[src/rtl/sd_dma_pkg.sv]
// -----------------------------------------------------------------------------
// sd_dma_pkg : shared types and constants for the SD host ADMA data path
// Revision   : 1.0
// -----------------------------------------------------------------------------
`default_nettype none

package sd_dma_pkg;

  typedef enum logic [1:0] {
    ST_IDLE      = 2'd0,
    ST_ISSUE     = 2'd1,
    ST_WAIT_DONE = 2'd2,
    ST_GAP       = 2'd3
  } xfer_state_e;

  localparam logic CARD_TO_HOST    = 1'b1;
  localparam logic HOST_TO_CARD    = 1'b0;
  localparam int   BURST_BYTES_DEF = 64;
  // A descriptor length field of zero encodes the full 64 KiB.
  localparam int   DESC_LEN_ZERO   = 65536;

endpackage

`default_nettype wire

[src/rtl/adma_burst_sizer.sv]
// -----------------------------------------------------------------------------
// adma_burst_sizer : combinational min() of descriptor remainder, block
//                    remainder and distance to the next burst boundary
// Revision         : 1.0
// -----------------------------------------------------------------------------
`default_nettype none

module adma_burst_sizer #(
  parameter int BURST_BYTES = 64,
  parameter int BL_W        = $clog2(BURST_BYTES) + 1
) (
  input  logic [$clog2(BURST_BYTES)-1:0] i_addr_lo,
  input  logic [16:0]                    i_desc_rem,
  input  logic [11:0]                    i_blk_rem,
  output logic [BL_W-1:0]                o_len
);

  localparam logic [BL_W-1:0] c_burst_len = BL_W'(BURST_BYTES);

  logic [BL_W-1:0] w_dist;
  logic [BL_W-1:0] w_desc_c;
  logic [BL_W-1:0] w_blk_c;
  logic [BL_W-1:0] w_min_rem;

  assign w_dist    = c_burst_len - {1'b0, i_addr_lo};
  // Clamp the wide remainders first so the compare stays BL_W bits wide.
  assign w_desc_c  = (i_desc_rem > 17'(BURST_BYTES)) ? c_burst_len : i_desc_rem[BL_W-1:0];
  assign w_blk_c   = (i_blk_rem  > 12'(BURST_BYTES)) ? c_burst_len : i_blk_rem[BL_W-1:0];
  assign w_min_rem = (w_desc_c < w_blk_c) ? w_desc_c : w_blk_c;
  assign o_len     = (w_min_rem < w_dist) ? w_min_rem : w_dist;

endmodule

`default_nettype wire

[src/rtl/adma_xfer_sequencer.sv]
// -----------------------------------------------------------------------------
// adma_xfer_sequencer : splits ADMA TRAN descriptors into bus bursts, tracking
//                       block size/count and block-gap stop/continue
// Revision            : 1.0
// -----------------------------------------------------------------------------
`default_nettype none

module adma_xfer_sequencer
  import sd_dma_pkg::*;
#(
  parameter int ADDR_W      = 64,
  parameter int BURST_BYTES = BURST_BYTES_DEF,
  parameter int BL_W        = $clog2(BURST_BYTES) + 1
) (
  input  logic              clk,
  input  logic              rst_n,
  input  logic              desc_valid,
  output logic              desc_ready,
  input  logic [ADDR_W-1:0] desc_addr,
  input  logic [15:0]       desc_len,
  input  logic              desc_end,
  input  logic              dir,
  input  logic [11:0]       blk_size,
  input  logic [15:0]       blk_cnt,
  input  logic              blk_cnt_en,
  input  logic              multi_blk,
  input  logic              stop_at_gap,
  input  logic              continue_req,
  output logic              bus_req,
  input  logic              bus_gnt,
  output logic [ADDR_W-1:0] bus_addr,
  output logic [BL_W-1:0]   bus_len,
  output logic              bus_wr,
  input  logic              bus_done,
  output logic              tfc,
  output logic              xfer_complete,
  output logic              blk_gap_evt,
  output logic              adma_err,
  output logic              busy,
  output logic [15:0]       blocks_left
);

  localparam int OFS_W = $clog2(BURST_BYTES);

  xfer_state_e       r_state, w_nx_state;
  logic [ADDR_W-1:0] r_cur_addr, w_nx_addr;
  logic [16:0]       r_desc_rem, w_nx_desc_rem;
  logic [11:0]       r_blk_rem, w_nx_blk_rem;
  logic [15:0]       r_blocks_left, w_nx_blocks_left;
  logic [BL_W-1:0]   r_bus_len, w_nx_bus_len, w_size;
  logic              r_in_xfer, w_nx_in_xfer;
  logic              r_end_l, w_nx_end_l;
  logic              r_dir, w_nx_dir;
  logic              r_bus_req, r_desc_ready;
  logic              r_tfc, w_tfc;
  logic              r_xc, w_xc;
  logic              r_gap, w_gap;
  logic              r_err, w_err;

  logic [ADDR_W-1:0] w_addr_after;
  logic [16:0]       w_desc_after;
  logic [11:0]       w_blk_after;
  logic              w_cfg_bad;
  logic              w_last;

  assign w_addr_after = r_cur_addr + {{(ADDR_W-BL_W){1'b0}}, r_bus_len};
  assign w_desc_after = r_desc_rem - {{(17-BL_W){1'b0}}, r_bus_len};
  assign w_blk_after  = r_blk_rem  - {{(12-BL_W){1'b0}}, r_bus_len};
  assign w_cfg_bad    = (blk_size == 12'd0) || (blk_cnt_en && (blk_cnt == 16'd0));
  assign w_last       = !multi_blk || (blk_cnt_en && (r_blocks_left == 16'd1)) ||
                        (r_end_l && (w_desc_after == 17'd0));

  // Sized from the next-state values so bus_len is valid on the first ISSUE cycle.
  adma_burst_sizer #(
    .BURST_BYTES (BURST_BYTES),
    .BL_W        (BL_W)
  ) u_sizer (
    .i_addr_lo  (w_nx_addr[OFS_W-1:0]),
    .i_desc_rem (w_nx_desc_rem),
    .i_blk_rem  (w_nx_blk_rem),
    .o_len      (w_size)
  );

  assign w_nx_bus_len = (w_nx_state == ST_ISSUE) ? w_size : r_bus_len;

  always_comb begin
    w_nx_state       = r_state;
    w_nx_addr        = r_cur_addr;
    w_nx_desc_rem    = r_desc_rem;
    w_nx_blk_rem     = r_blk_rem;
    w_nx_blocks_left = r_blocks_left;
    w_nx_in_xfer     = r_in_xfer;
    w_nx_end_l       = r_end_l;
    w_nx_dir         = r_dir;
    w_tfc            = 1'b0;
    w_xc             = 1'b0;
    w_gap            = 1'b0;
    w_err            = 1'b0;

    case (r_state)
      ST_IDLE: begin
        if (desc_valid) begin
          w_nx_addr     = desc_addr;
          w_nx_desc_rem = (desc_len == 16'd0) ? 17'(DESC_LEN_ZERO) : {1'b0, desc_len};
          w_nx_end_l    = desc_end;
          if (!r_in_xfer) begin
            w_nx_dir         = (dir == CARD_TO_HOST);
            w_nx_blk_rem     = blk_size;
            w_nx_blocks_left = blk_cnt;
            if (w_cfg_bad) begin
              w_err = 1'b1;
            end else begin
              w_nx_in_xfer = 1'b1;
              w_nx_state   = ST_ISSUE;
            end
          end else begin
            w_nx_state = ST_ISSUE;
          end
        end
      end

      ST_ISSUE: begin
        if (bus_gnt) w_nx_state = ST_WAIT_DONE;
      end

      ST_WAIT_DONE: begin
        if (bus_done) begin
          w_nx_addr     = w_addr_after;
          w_nx_desc_rem = w_desc_after;
          w_nx_blk_rem  = w_blk_after;
          w_nx_state    = ST_ISSUE;
          if (w_blk_after == 12'd0) begin
            if (blk_cnt_en) w_nx_blocks_left = r_blocks_left - 16'd1;
            if (w_last) begin
              // Any bytes still left in the descriptor are dropped here.
              w_tfc        = 1'b1;
              w_xc         = 1'b1;
              w_nx_in_xfer = 1'b0;
              w_nx_state   = ST_IDLE;
            end else if (stop_at_gap) begin
              w_gap      = 1'b1;
              w_tfc      = (w_desc_after == 17'd0);
              w_nx_state = ST_GAP;
            end else begin
              w_nx_blk_rem = blk_size;
              if (w_desc_after == 17'd0) begin
                w_tfc      = 1'b1;
                w_nx_state = ST_IDLE;
              end
            end
          end else if (w_desc_after == 17'd0) begin
            // Descriptor ran out mid-block: fine unless it was the last one.
            w_tfc      = 1'b1;
            w_nx_state = ST_IDLE;
            if (r_end_l) begin
              w_err        = 1'b1;
              w_nx_in_xfer = 1'b0;
            end
          end
        end
      end

      ST_GAP: begin
        if (continue_req && !stop_at_gap) begin
          w_nx_blk_rem = blk_size;
          w_nx_state   = (r_desc_rem != 17'd0) ? ST_ISSUE : ST_IDLE;
        end
      end

      default: w_nx_state = ST_IDLE;
    endcase
  end

  always_ff @(posedge clk or negedge rst_n) begin
    if (!rst_n) begin
      r_state       <= ST_IDLE;
      r_cur_addr    <= '0;
      r_desc_rem    <= '0;
      r_blk_rem     <= '0;
      r_blocks_left <= '0;
      r_bus_len     <= '0;
      r_in_xfer     <= 1'b0;
      r_end_l       <= 1'b0;
      r_dir         <= 1'b0;
      r_bus_req     <= 1'b0;
      r_desc_ready  <= 1'b1;
      r_tfc         <= 1'b0;
      r_xc          <= 1'b0;
      r_gap         <= 1'b0;
      r_err         <= 1'b0;
    end else begin
      r_state       <= w_nx_state;
      r_cur_addr    <= w_nx_addr;
      r_desc_rem    <= w_nx_desc_rem;
      r_blk_rem     <= w_nx_blk_rem;
      r_blocks_left <= w_nx_blocks_left;
      r_bus_len     <= w_nx_bus_len;
      r_in_xfer     <= w_nx_in_xfer;
      r_end_l       <= w_nx_end_l;
      r_dir         <= w_nx_dir;
      r_bus_req     <= (w_nx_state == ST_ISSUE);
      r_desc_ready  <= (w_nx_state == ST_IDLE);
      r_tfc         <= w_tfc;
      r_xc          <= w_xc;
      r_gap         <= w_gap;
      r_err         <= w_err;
    end
  end

  assign desc_ready    = r_desc_ready;
  assign bus_req       = r_bus_req;
  assign bus_addr      = r_cur_addr;
  assign bus_len       = r_bus_len;
  assign bus_wr        = r_dir;
  assign tfc           = r_tfc;
  assign xfer_complete = r_xc;
  assign blk_gap_evt   = r_gap;
  assign adma_err      = r_err;
  assign busy          = r_in_xfer;
  assign blocks_left   = r_blocks_left;

endmodule

`default_nettype wire

[config.mk]
export PLATFORM = sky130hd
export DESIGN_NAME = adma_xfer_sequencer
export DESIGN_NICKNAME = d
export VERILOG_FILES = /design/src/rtl/sd_dma_pkg.sv /design/src/rtl/adma_burst_sizer.sv /design/src/rtl/adma_xfer_sequencer.sv
export SDC_FILE = /design/constraint.sdc
export NUM_CORES = 1
export LEC_CHECK = 0
export BUFFER_PORTS_ARGS = -buffer_cell sky130_fd_sc_hd__buf_4
export CAP_MARGIN = 40
export CORE_MARGIN = 10
export CORE_UTILIZATION = 25
export CTS_CLUSTER_SIZE = 24
export DETAILED_ROUTE_END_ITERATION = 12
export GPL_ROUTABILITY_DRIVEN = 0
export PLACE_DENSITY = 0.52
export SLEW_MARGIN = 20
export SYNTH_ARGS = -nofsm -noshare
export SYNTH_HDL_FRONTEND = slang
export SYNTH_SLANG_ARGS = --single-unit
[constraint.sdc]
create_clock -name clk -period 18 [get_ports clk]
set_input_delay 2.7 -clock clk [delete_from_list [all_inputs] [get_ports clk]]
set_output_delay 2.7 -clock clk [all_outputs]
set_load 0.02 [all_outputs]
==> out/qor.yml <==
status: "completed"
synth_adder_area_share: 0.0550
worstSetupEndpointType: "flop"
num_antenna_cells: 0
clk_path_buf_depth: 2
die_y_um: 215
dr.pass1.iters: 5
synth_top_area_frac: 0.331
rsz0062_at_grt: "false"
track_usage: 0.159
design.die.area_um2: 46300
drt_iter0_markers: 931
syn_inst: 1168
cp_max_fo: 15
chipWidth_um: 215
fin_crit_sh: 0.546
yosys.area_share.xor_xnor: 0.0184
regArea_um2: 3180
synthMuxAreaShare: 0.0143
synth_compound_area_frac: 0.281
cts_resized: 0
insertion_delay_ps: 430
drc: 0
finalHoldViolCount: 0
post_cts.repair.setup_buffers: 0
clk_pin_slew_ps: 60
cts_sinks: 127
synth_area_per_cell_um2: 8.15
cts_hold_buf: 0
finalPower_uw: 2350
powerDensity_nw_per_um2: 192
whs_ps: 517
period_minus_slack_ps: 9830
fin_util: 0.325
p_leak_uw: 0.00519
viasPerCell: 5.40
slew_headroom: 0.460
clock-skew-final_ps: 12.2
async_reset_ff_frac: 1.00
numCtsBuffers: 17
cts_tree: "built"
detail-route-antenna-nets: 0
ys_types: 89
synth_top_family_by_area: "compound AO/OA/AOI/OAI gates"
setup_viol: 0
final-max-slew-violation-count: 0
antenna_found_initial: 0
synth_warnings: 0
vias: 10100
ir_drop_v: 0.0000861
grt_pass1_vias: 9940
synthSimpleGateAreaFrac: 0.247
fin_nets: 1512
wirelength_mm: 38.0
overflow: 0
cp.required_ps: 18320
dp_hpwl_mm: 29.2
crit_type: "input pin to flop"
rows: 71
synth_area_leaders: "dfrtp_1 (33%), nand2_1 (5.2%), o21ai_0 (5.2%), ha_1 (4.9%), a21oi_1 (3.9%)"
slowest_stage: "or3b_2"
fmax_ghz: 0.102
synth_edf_count: 0
io_pins: 214
syn-cell-area_um2: 9510
coreArea_um2: 37600
synth-seq-cells: 127
worstSetupStartpointType: "input pin"
initial_core_util: 0.253
worst_pin_slew_ps: 808
root_buffer: "clkbuf_16"
yosysTopAreaCell: "dfrtp_1"
drive_above_1_share: 0.217
syn_nets: 1327
syn_to_final_growth_pct: 28.3
synthFlopType: "dfrtp_1"
max_stage_delay_ps: 650
yosysSeqAreaShare: 0.334
tns_ps: 0
grt_pass1_wl_mm: 58.9
htreeDepth: 4
numPortBuffers: 213
wire_per_inst_um: 20.2
cap_violations: 0
multi_input_area_um2: 5870
grt_max_degree: 69
nFillCells: 4024
critPathArrivalTime_ps: 10150
cpMostUsedCell: "a21o_1"
hold_class: "flop to flop"
[final timing paths]
path | from | endpoint | slack [ps] | cells after the start
worst max-delay path | desc_valid | bus_len[1] | 8170 | 27
worst min-delay path | bus_wr | bus_wr | 520 | 1
worst max register to register | bus_len[4] | bus_len[1] | 8770 | 31
worst min register to register | bus_wr | bus_wr | 520 | 1
max in group asynchronous | rst_n | desc_ready | 14590 | 3
min in group asynchronous | rst_n | r_blk_rem[6] | 2280 | 1
[worst max-delay path, delay by kind of cell]
kind                     cells  cell delay (ps)
AND/OR/NAND/NOR              6             2000
buffers and inverters        3              320
multiplexers                 1              390
adder cells (fa/ha/maj)      2              620
AO/OA/AOI/OAI               15             4110
[stage by stage]
| stage | instance area [um2] | setup slack, ps | std cells |
|---|---|---|---|
| 6_report | 12200 | 8170 | 1877 |
| 5_1_grt | 12200 | 7630 | 1877 |
| 4_1_cts | 12200 | 8220 | 1874 |
| 3_5_place_dp | 11600 | 7780 | 1842 |
| 3_3_place_gp | 11600 | 7910 | 1839 |
| 2_1_floorplan | 9510 | 9210 | 1168 |
[cell usage after synthesis (27+ instances only)]
master,number
inv_1,55
nor4_1,28
ha_1,37
o211ai_1,27
a21oi_1,74
nor2_1,89
nor3_1,46
o21ai_0,99
clkbuf_1,53
nand3_1,44
dfrtp_1,126
nand2_1,133
[kinds of logic (layout without fill, tap and decap cells)]
family                   after synthesis  after routing
adder cells (fa/ha/maj)               40             40
AND/OR/NAND/NOR                      467            467
XOR/XNOR                              20             20
AO/OA/AOI/OAI                        383            383
buffers and inverters                118            316
multiplexers                          13             13
flip-flops                           127            127
[per-layer routing]
layer | vias to the layer above | GRT usage | routed length (um)
li1 | 4790 | - | -
met1 | 4867 | 0.211 | 16800
met2 | 440 | 0.255 | 17600
met3 | 44 | 0.0346 | 2890
met4 | 0 | 0.0434 | 720
met5 | - | 0 | 0
[area by class of cell]
type                       instances  area share
sequential                       127       0.260
clock buffer                      19      0.0363
inverter                          56      0.0172
timing repair buffer             228       0.143
multi-input combinational        923       0.481
tap                              511      0.0524
clock inverter                    13     0.00943
[report_power, final]
part           total, uW  switching [uW]  leakage [uW]  internal [uW]
logic               1390             830       0.00337            557
clock network        336             142      0.000266            194
registers            624             203       0.00155            421
[flip-flops by register name, summed over array words and instances, names as in the netlist]
name / count
bus_len: 7
blk_gap_evt: 1
desc_ready: 1
bus_wr: 1
r_blk_rem: 12
busy: 1
bus_addr: 64
bus_req: 1
tfc: 1
r_end_l: 1
adma_err: 1
r_state: 2
r_desc_rem: 17
xfer_complete: 1
blocks_left: 16
[cell usage in the layout (no fill, tap or decap), types with 7 or more instances in the layout]
cell	n
a31oi_1	12
inv_1	55
xnor2_1	12
ha_1	37
clkbuf_16	17
nand2b_1	10
a21o_1	19
o22ai_1	7
o21a_1	9
nor2_1	88
o311ai_0	21
o21ai_0	99
nand2_1	132
nand3_1	44
mux2i_1	8
nor4_1	28
and2_1	15
a221o_1	14
a221oi_1	14
o211a_1	10
nand4_1	24
xor2_1	8
and3_1	20
or3_1	12
o211ai_1	27
dfrtp_1	126
a21oi_1	74
buf_4	222
nor3_1	45
a22oi_1	13
Power figures use the tool's default switching activity.
